## src/rtl/pipelined_adder_tree.sv

```systemverilog
// Pipelined adder tree: reduces 2**N_STAGE lanes of IN_W bits to one sum with
// one register level per tree stage, followed by a saturating frame accumulator
// that integrates beats up to an in_last marker.
module pipelined_adder_tree #(
    parameter int N_STAGE = 5,
    parameter int IN_W    = 2,
    parameter int ACC_W   = 12
) (
    input  logic                            clk,
    input  logic                            reset,
    input  logic                            in_valid,
    input  logic                            in_last,
    input  logic                            mode_signed,
    input  logic [(2**N_STAGE)*IN_W-1:0]    wx,
    output logic                            sum_valid,
    output logic [IN_W+N_STAGE-1:0]         sum,
    output logic                            acc_valid,
    output logic [ACC_W-1:0]                acc_out,
    output logic                            acc_sat
);

    localparam int LANES = 2**N_STAGE;
    localparam int S_W   = IN_W + N_STAGE;

    // Stage 0: raw lanes plus the beat's side-band bits.
    logic [LANES*IN_W-1:0] s0_data_r;
    logic                  s0_valid_r;
    logic                  s0_last_r;
    logic                  s0_mode_r;

    // Capture an accepted beat; bubbles only clear the valid bit.
    always_ff @(posedge clk) begin
        if (reset) begin
            s0_valid_r <= 1'b0;
            s0_last_r  <= 1'b0;
            s0_mode_r  <= 1'b0;
            s0_data_r  <= '0;
        end else begin
            s0_valid_r <= in_valid;
            if (in_valid) begin
                s0_data_r <= wx;
                s0_last_r <= in_last;
                s0_mode_r <= mode_signed;
            end
        end
    end

    // Tree stages: stage k holds 2**(N_STAGE-k) partials of IN_W+k bits.
    for (genvar k = 1; k <= N_STAGE; k++) begin : g_stage
        localparam int CNT = 2**(N_STAGE - k);
        localparam int W   = IN_W + k;

        logic [CNT*W-1:0]       data_r;
        logic                   valid_r;
        logic                   last_r;
        logic                   mode_r;

        logic [2*CNT*(W-1)-1:0] prev_data_s;
        logic                   prev_valid_s;
        logic                   prev_last_s;
        logic                   prev_mode_s;
        logic [CNT*W-1:0]       sum_s;

        if (k == 1) begin : g_src_in
            assign prev_data_s  = s0_data_r;
            assign prev_valid_s = s0_valid_r;
            assign prev_last_s  = s0_last_r;
            assign prev_mode_s  = s0_mode_r;
        end else begin : g_src_tree
            assign prev_data_s  = g_stage[k-1].data_r;
            assign prev_valid_s = g_stage[k-1].valid_r;
            assign prev_last_s  = g_stage[k-1].last_r;
            assign prev_mode_s  = g_stage[k-1].mode_r;
        end

        // Pairwise add; each operand grows one bit using its beat's signedness.
        always_comb begin
            logic [W-2:0] lo_v;
            logic [W-2:0] hi_v;
            sum_s = '0;
            lo_v  = '0;
            hi_v  = '0;
            for (int j = 0; j < CNT; j++) begin
                lo_v = prev_data_s[(2*j)*(W-1) +: (W-1)];
                hi_v = prev_data_s[(2*j+1)*(W-1) +: (W-1)];
                sum_s[j*W +: W] = {prev_mode_s & lo_v[W-2], lo_v}
                                + {prev_mode_s & hi_v[W-2], hi_v};
            end
        end

        // Register the partials; data holds across bubbles so the last stage keeps sum.
        always_ff @(posedge clk) begin
            if (reset) begin
                valid_r <= 1'b0;
                last_r  <= 1'b0;
                mode_r  <= 1'b0;
                data_r  <= '0;
            end else begin
                valid_r <= prev_valid_s;
                if (prev_valid_s) begin
                    data_r <= sum_s;
                    last_r <= prev_last_s;
                    mode_r <= prev_mode_s;
                end
            end
        end
    end

    logic sum_last_s;
    logic sum_mode_s;

    assign sum        = g_stage[N_STAGE].data_r;
    assign sum_valid  = g_stage[N_STAGE].valid_r;
    assign sum_last_s = g_stage[N_STAGE].last_r;
    assign sum_mode_s = g_stage[N_STAGE].mode_r;

    // Frame accumulator state.
    logic [ACC_W-1:0] acc_r;
    logic             first_r;
    logic             sat_r;

    logic [ACC_W:0]   base_s;
    logic [ACC_W:0]   add_s;
    logic [ACC_W:0]   next_s;
    logic [ACC_W-1:0] clamp_s;
    logic             clip_s;
    logic             sat_in_s;

    // One-bit-wider add, then clamp into the beat's own numeric range.
    always_comb begin
        base_s   = '0;
        add_s    = {{(ACC_W+1-S_W){sum_mode_s & sum[S_W-1]}}, sum};
        next_s   = '0;
        clamp_s  = '0;
        clip_s   = 1'b0;
        sat_in_s = 1'b0;
        if (first_r) begin
            base_s   = '0;
            sat_in_s = 1'b0;
        end else begin
            base_s   = {sum_mode_s & acc_r[ACC_W-1], acc_r};
            sat_in_s = sat_r;
        end
        next_s = base_s + add_s;
        if (sum_mode_s) begin
            if (next_s[ACC_W] != next_s[ACC_W-1]) begin
                clip_s  = 1'b1;
                clamp_s = next_s[ACC_W] ? {1'b1, {(ACC_W-1){1'b0}}}
                                        : {1'b0, {(ACC_W-1){1'b1}}};
            end else begin
                clip_s  = 1'b0;
                clamp_s = next_s[ACC_W-1:0];
            end
        end else begin
            if (next_s[ACC_W]) begin
                clip_s  = 1'b1;
                clamp_s = {ACC_W{1'b1}};
            end else begin
                clip_s  = 1'b0;
                clamp_s = next_s[ACC_W-1:0];
            end
        end
    end

    // Integrate each valid tree result; publish and restart on the frame's last beat.
    always_ff @(posedge clk) begin
        if (reset) begin
            acc_r     <= '0;
            first_r   <= 1'b1;
            sat_r     <= 1'b0;
            acc_valid <= 1'b0;
            acc_out   <= '0;
            acc_sat   <= 1'b0;
        end else begin
            acc_valid <= 1'b0;
            if (sum_valid) begin
                acc_r   <= clamp_s;
                first_r <= sum_last_s;
                sat_r   <= sat_in_s | clip_s;
                if (sum_last_s) begin
                    acc_out   <= clamp_s;
                    acc_sat   <= sat_in_s | clip_s;
                    acc_valid <= 1'b1;
                end
            end
        end
    end

endmodule

```

## config.mk

```make
export PLATFORM = sky130hd
export DESIGN_NAME = pipelined_adder_tree
export DESIGN_NICKNAME = d
export VERILOG_FILES = /design/src/rtl/pipelined_adder_tree.sv
export SDC_FILE = /design/constraint.sdc
export NUM_CORES = 1
export LEC_CHECK = 0
export ABC_AREA = 0
export CAP_MARGIN = 20
export CORE_UTILIZATION = 39
export CTS_CLUSTER_DIAMETER = 60
export DETAILED_ROUTE_END_ITERATION = 10
export GPL_ROUTABILITY_DRIVEN = 0
export PLACE_DENSITY_LB_ADDON = 0.15
export REMOVE_ABC_BUFFERS = 1
export SYNTH_ARGS = -nofsm -noshare
export SYNTH_HDL_FRONTEND = slang
export SYNTH_SLANG_ARGS = --single-unit
export TNS_END_PERCENT = 50
```

## constraint.sdc

```tcl
create_clock -name clk -period 10.8 [get_ports clk]
set_clock_uncertainty 0.05 [all_clocks]
set_input_delay 1.62 -clock clk [delete_from_list [all_inputs] [get_ports clk]]
set_output_delay 1.62 -clock clk [all_outputs]
set_load 0.005 [all_outputs]
```

Word-level counts from Yosys, hierarchy flattened
Cells that the tools add are included.
W data, S select, Z words.
{ "op_classes": {"n_addsub": 32, "n_mul": 0, "n_div": 0, "n_lt_le_gt_ge": 0, "n_eq_ne": 1, "n_shift": 0, "mux": 10, "bitwise": 66, "reduce_logical": 2} }
{ "op_table": {"columns": ["cell", "count"], "rows": [
  ["$and A1 B1 Y1", 64],
  ["$add A3 B3 Y3", 16],
  ["$mux W12", 4],
  ["$add A4 B4 Y4", 8],
  ["$add A5 B5 Y5", 4],
  ["$add A13 B13 Y13", 1],
  ["$mux W13", 1],
  ["$add A6 B6 Y6", 2],
  ["$add A7 B7 Y7", 1],
  ["$mux W1", 5],
  ["$reduce_and A2 Y1", 1],
  ["$reduce_or A2 Y1", 1],
  ["$ne A1 B1 Y1", 1],
  ["$not A1 Y1", 1],
  ["$or A1 B1 Y1", 1]
]} }
{ "totals": {"ff_bits": 229, "latchBits": 0, "mem_bits_rw": 0, "mem_bits_ro": 0, "input_bits": 69, "out_inout_bits": 22, "wordCells": 141, "n_memories": 0} }

Logic depth before layout (Yosys ltp)
{ "logic_depth": {"depth_word": 7, "mapped_depth": 15, "depth_no_buf": 13} }

Worst setup path after synthesis
OpenSTA, ideal clock, no wires.
{ "synth_path": {"kind": "flip-flop to flip-flop", "startpoint": "register first_r", "endpoint": "register acc_out[3]", "setup_ns": 0.074, "arrival_time_ns": 3.259, "t_required_ns": 10.676, "setup_slack_ns": 7.416, "path_stages_with_launch": 15, "path_buffers": 1, "period_less_slack_ns": 3.384, "path_cell_list": "dfxtp_1 > clkbuf_1 > nor2b_1 > ha_1 > fa_1 > a211oi_2 > nor3_2 > nand2_1 > and2_4 > xnor2_1 > ha_1 > and2_1 > or3_1 > o2bb2a_1 > o21ai_0"} }
{ "synth_via": {"elab_chain_len": 5, "word_cells_on_any_way": 7, "classes_between": "add/sub: 1; eq/ne: 1; mux: 5"} }
{ "synth_lines": {"columns": ["element", "line_no", "source"], "rows": [
  ["from (decl)", "119", "logic first_r;"],
  ["from (signal assigned)", "178", "first_r <= sum_last_s;"],
  ["$mux W13 (*)", "137", "if (first_r) begin"],
  ["$add A13 B13 Y13 (*)", "144", "next_s = base_s + add_s;"],
  ["$mux W12 / $ne A1 B1 Y1 (equally long branches)", "148, 146", null],
  ["$mux W12", "146", "if (next_s[ACC_W] != next_s[ACC_W-1]) begin"],
  ["$mux W12 (*)", "145", "if (sum_mode_s) begin"],
  ["to (signal assigned)", "181", "acc_out <= clamp_s;"],
  ["to (decl)", "18", "output logic [ACC_W-1:0] acc_out,"]
]} }
Every way passes the cells marked *; elsewhere a longest branch is shown, timed or not.
A chain may end at the register's enable or synchronous reset.

Final worst setup path
{ "layout_path": {"startpoint": "register first_r", "endpoint": "register acc_r[3]"} }
{ "layout_via": {"elab_chain_len": 5, "word_cells_on_any_way": 7, "classes_between": "add/sub: 1; eq/ne: 1; mux: 5"} }
{ "layout_lines": {"columns": ["element", "line_no", "source"], "rows": [
  ["$mux W13 (*)", "137", null],
  ["$add A13 B13 Y13 (*)", "144", null],
  ["$mux W12 / $ne A1 B1 Y1 (equally long branches)", "148, 146", null],
  ["$mux W12", "146", null],
  ["$mux W12 (*)", "145", null],
  ["to (signal assigned)", "177", "acc_r <= clamp_s;"],
  ["to (decl)", "118", "logic [ACC_W-1:0] acc_r;"]
]} }
Marked as above.

==> impl_metrics.ini <==
[sta]
fin_crit_ps = 4340
grt_setup_unrepaired = false
fin_tns_setup_ps = 0
fmax_mhz = 230
slew_headroom_pct = 34.8
worstMarginPinSlew_ps = 978
setup_viol = 0
fin_crit_sh_pct = 40.2
maxSlewViolCount = 0
hold_violations = 0

[synthesis]
synth_top_area_share_pct = 38.9
ys_types = 52
synth_top_area_cell = dfxtp_1
synth_edf_count = 0
synth_area_leaders = dfxtp_1 39%, mux2i_1 14%, ha_1 9.0%, nor2_1 6.7%, fa_1 5.4%
yosysWarnings = 0
yosysSeqAreaShare_pct = 38.9
avgSynthCellArea_um2 = 9.54
synthCells = 1235
ys_seq_elements = 229
synthFlopType = dfxtp_1
synthArstFlopShare_pct = 0
syn_area_um2 = 11800

[clocking]
cts_hold_buf = 0
cts_buffer_depth = 3
cts_root_buf = clkbuf_16
numCtsBuffers = 29
cts_max_level = 1
cts_tree = built
clk_pin_slew_ps = 60
worstSkewPairLatency_ps = 530
postCtsSetupBuffers = 0
cts_resized = 0
cts_sinks = 229

[setup_path]
cp_max_fo = 22
required_ps = 11120
crit_type = reg2reg
endpoint_kind = flip-flop
crit_start = first_r
worstPathArrival_ps = 4660
cp-start-kind = flip-flop
reg2reg_from = first_r

[final_layout]
area_growth_pct = 18.9
nFillCells = 2835
diodes = 0
drive_gt1_share_pct = 5.74
final_util_pct = 47.2
fin_nets = 1487

[pwr]
p_seq_share_pct = 43.9
p_leak_nw = 5.91
power_density_nw_per_um2 = 146
ir_drop_v = 0.000154
combPwrFrac_pct = 6.9
sw_frac_of_total_pct = 22.6
clkPwrFrac_pct = 49.1
p_sw_mw = 0.461
p_int_mw = 1.58

[die]
io_pins = 91
start_util_pct = 39.7
die-area_um2 = 30900
die_h_um = 176
core_um2 = 29700
placementRows = 63
die_w_um = 176

[global_routing]
grt_pass1_vias = 7868
met3_usage_pct = 2.34
grt_max_degree = 78
overflow = 0
grtUsageTotal_pct = 14.5
gr-usage-met2_pct = 24.2
antenna_found_initial = 0
grt-busiest-layer = met2
gr-usage-met1_pct = 19.3
grt_pass1_wl_um = 37700

[routing]
drtAntennaViolNets = 0
first_pass_iters = 4
routedWlPerCell_um = 12.8
wl_um = 21900
drc = 0
vias = 8191
drt_iter0_drc = 261
vias_per_cell = 4.78

[worst_hold_path]
hold_class = reg2reg
hp-start = acc_sat

[place]
dpl.hpwl_um = 15100
io_buffers = 90

[job]
drv_cap = 0

[outcome]
outcome = finished, final reports clean
## through the flow
step,power (mW),hold WS [ps],area [um2],setup WS [ps],instances
after detailed placement,1.06,404,13000,6460,1658
final,2.04,411,14000,6460,1713
after floorplan,0.992,399,11500,7220,1172
after global placement,1.06,400,13000,6540,1658
after CTS,2.08,418,14000,6440,1711
after global routing,2.13,444,14000,6100,1713
## power groups by stage
stage               sequential [mW]  combinational (mW)  clock, mW
global route                  0.900               0.162       1.07
floorplan                     0.913              0.0790          0
finish                        0.896               0.142       1.00
CTS                           0.898               0.143       1.04
global placement              0.916               0.139          0
detailed placement            0.917               0.142          0
## state kept, by name, indices dropped and copies added, names as in the netlist, 4 cells and up
| name | cells |
|---|---|
| g_stage.valid_r | 4 |
| g_stage.last_r | 5 |
| acc_r | 12 |
| g_stage.data_r | 112 |
| g_stage.prev_data_s | 64 |
| acc_out | 12 |
| sum | 7 |
| g_stage.mode_r | 5 |
## critical path, cell delays in order (launching register included)
cell and delay [ps]:
dfxtp_1 580, nor2b_1 90, ha_1 240, fa_1 440, a211oi_2 340, nor3_2 120
nand2_1 150, and2_4 180, xnor2_1 70, ha_1 320, nand2_1 510, nor2_1 120
a21oi_2 770, a311oi_1 200
## cell type report
type                       count  area, um2  area share [%]
clock buffer                  40        837            5.97
tap                          390        488            3.48
multi-input combinational    836       6550            46.8
sequential                   229       4590            32.7
clock inverter                13        174            1.24
timing repair buffer          98        972            6.94
inverter                     107        402            2.87
## placed cells by master, fill, tap and decap left out, types with 2 or more instances in the layout
cell,synthesis,layout
dfxtp_2,0,2
buf_4,0,8
o21ai_0,20,20
fa_1,32,32
or3_1,2,2
clkbuf_8,0,7
clkinvlp_4,0,2
nor3b_1,4,4
a311oi_1,7,7
clkdlybuf4s50_1,0,88
a31oi_1,3,3
xnor2_1,32,32
a21oi_2,2,2
clkinv_2,0,6
o21a_1,2,2
xor2_1,64,64
a32oi_1,8,8
o2bb2a_1,2,2
clkbuf_1,43,4
dfxtp_1,229,227
a21oi_1,36,36
nor2_1,211,211
nand3_1,4,4
nand2_1,49,49
a21o_1,25,25
o21bai_1,3,3
inv_1,106,106
ha_1,85,85
a211oi_1,34,34
nor2b_1,22,22
bufinv_16,0,4
clkbuf_16,0,29
mux2i_1,162,162
o22ai_1,2,2
and2_1,2,2
a311oi_2,3,3
## logic make-up after synthesis
family	count (synthesis)	share of synthesized area (%)
compound gates	157	9.44
xor+xnor	96	7.13
fa+ha+maj	117	14.5
buf+inv	170	5.51
flops	229	38.9
mux	162	13.8
simple gates	304	10.8
## final timing paths
kind,to,slack [ps],cells past startpoint
setup / recovery,acc_r[3],6460,13
hold / removal,acc_sat,410,2
setup reg to reg,acc_r[3],6460,13
hold reg to reg,acc_sat,410,2
## cell usage after synthesis (4+ instances only)
cell type and number:
a211oi_1 34, a21o_1 25, a21oi_1 36, a311oi_1 7, a32oi_1 8, buf_1 16, clkbuf_1 43, dfxtp_1 229
fa_1 32, ha_1 85, inv_1 106, mux2i_1 162, nand2_1 49, nand3_1 4, nor2_1 211, nor2b_1 22
nor3b_1 4, o21ai_0 20, xnor2_1 32, xor2_1 64
## per-layer routing
layer	vias up	part of all wire [%]
met5	-	0
met1	3776	49
met2	122	45
met3	36	3.6
met4	0	2.1
li1	4257	-
No activity file was read; power rests on OpenSTA's default activity.
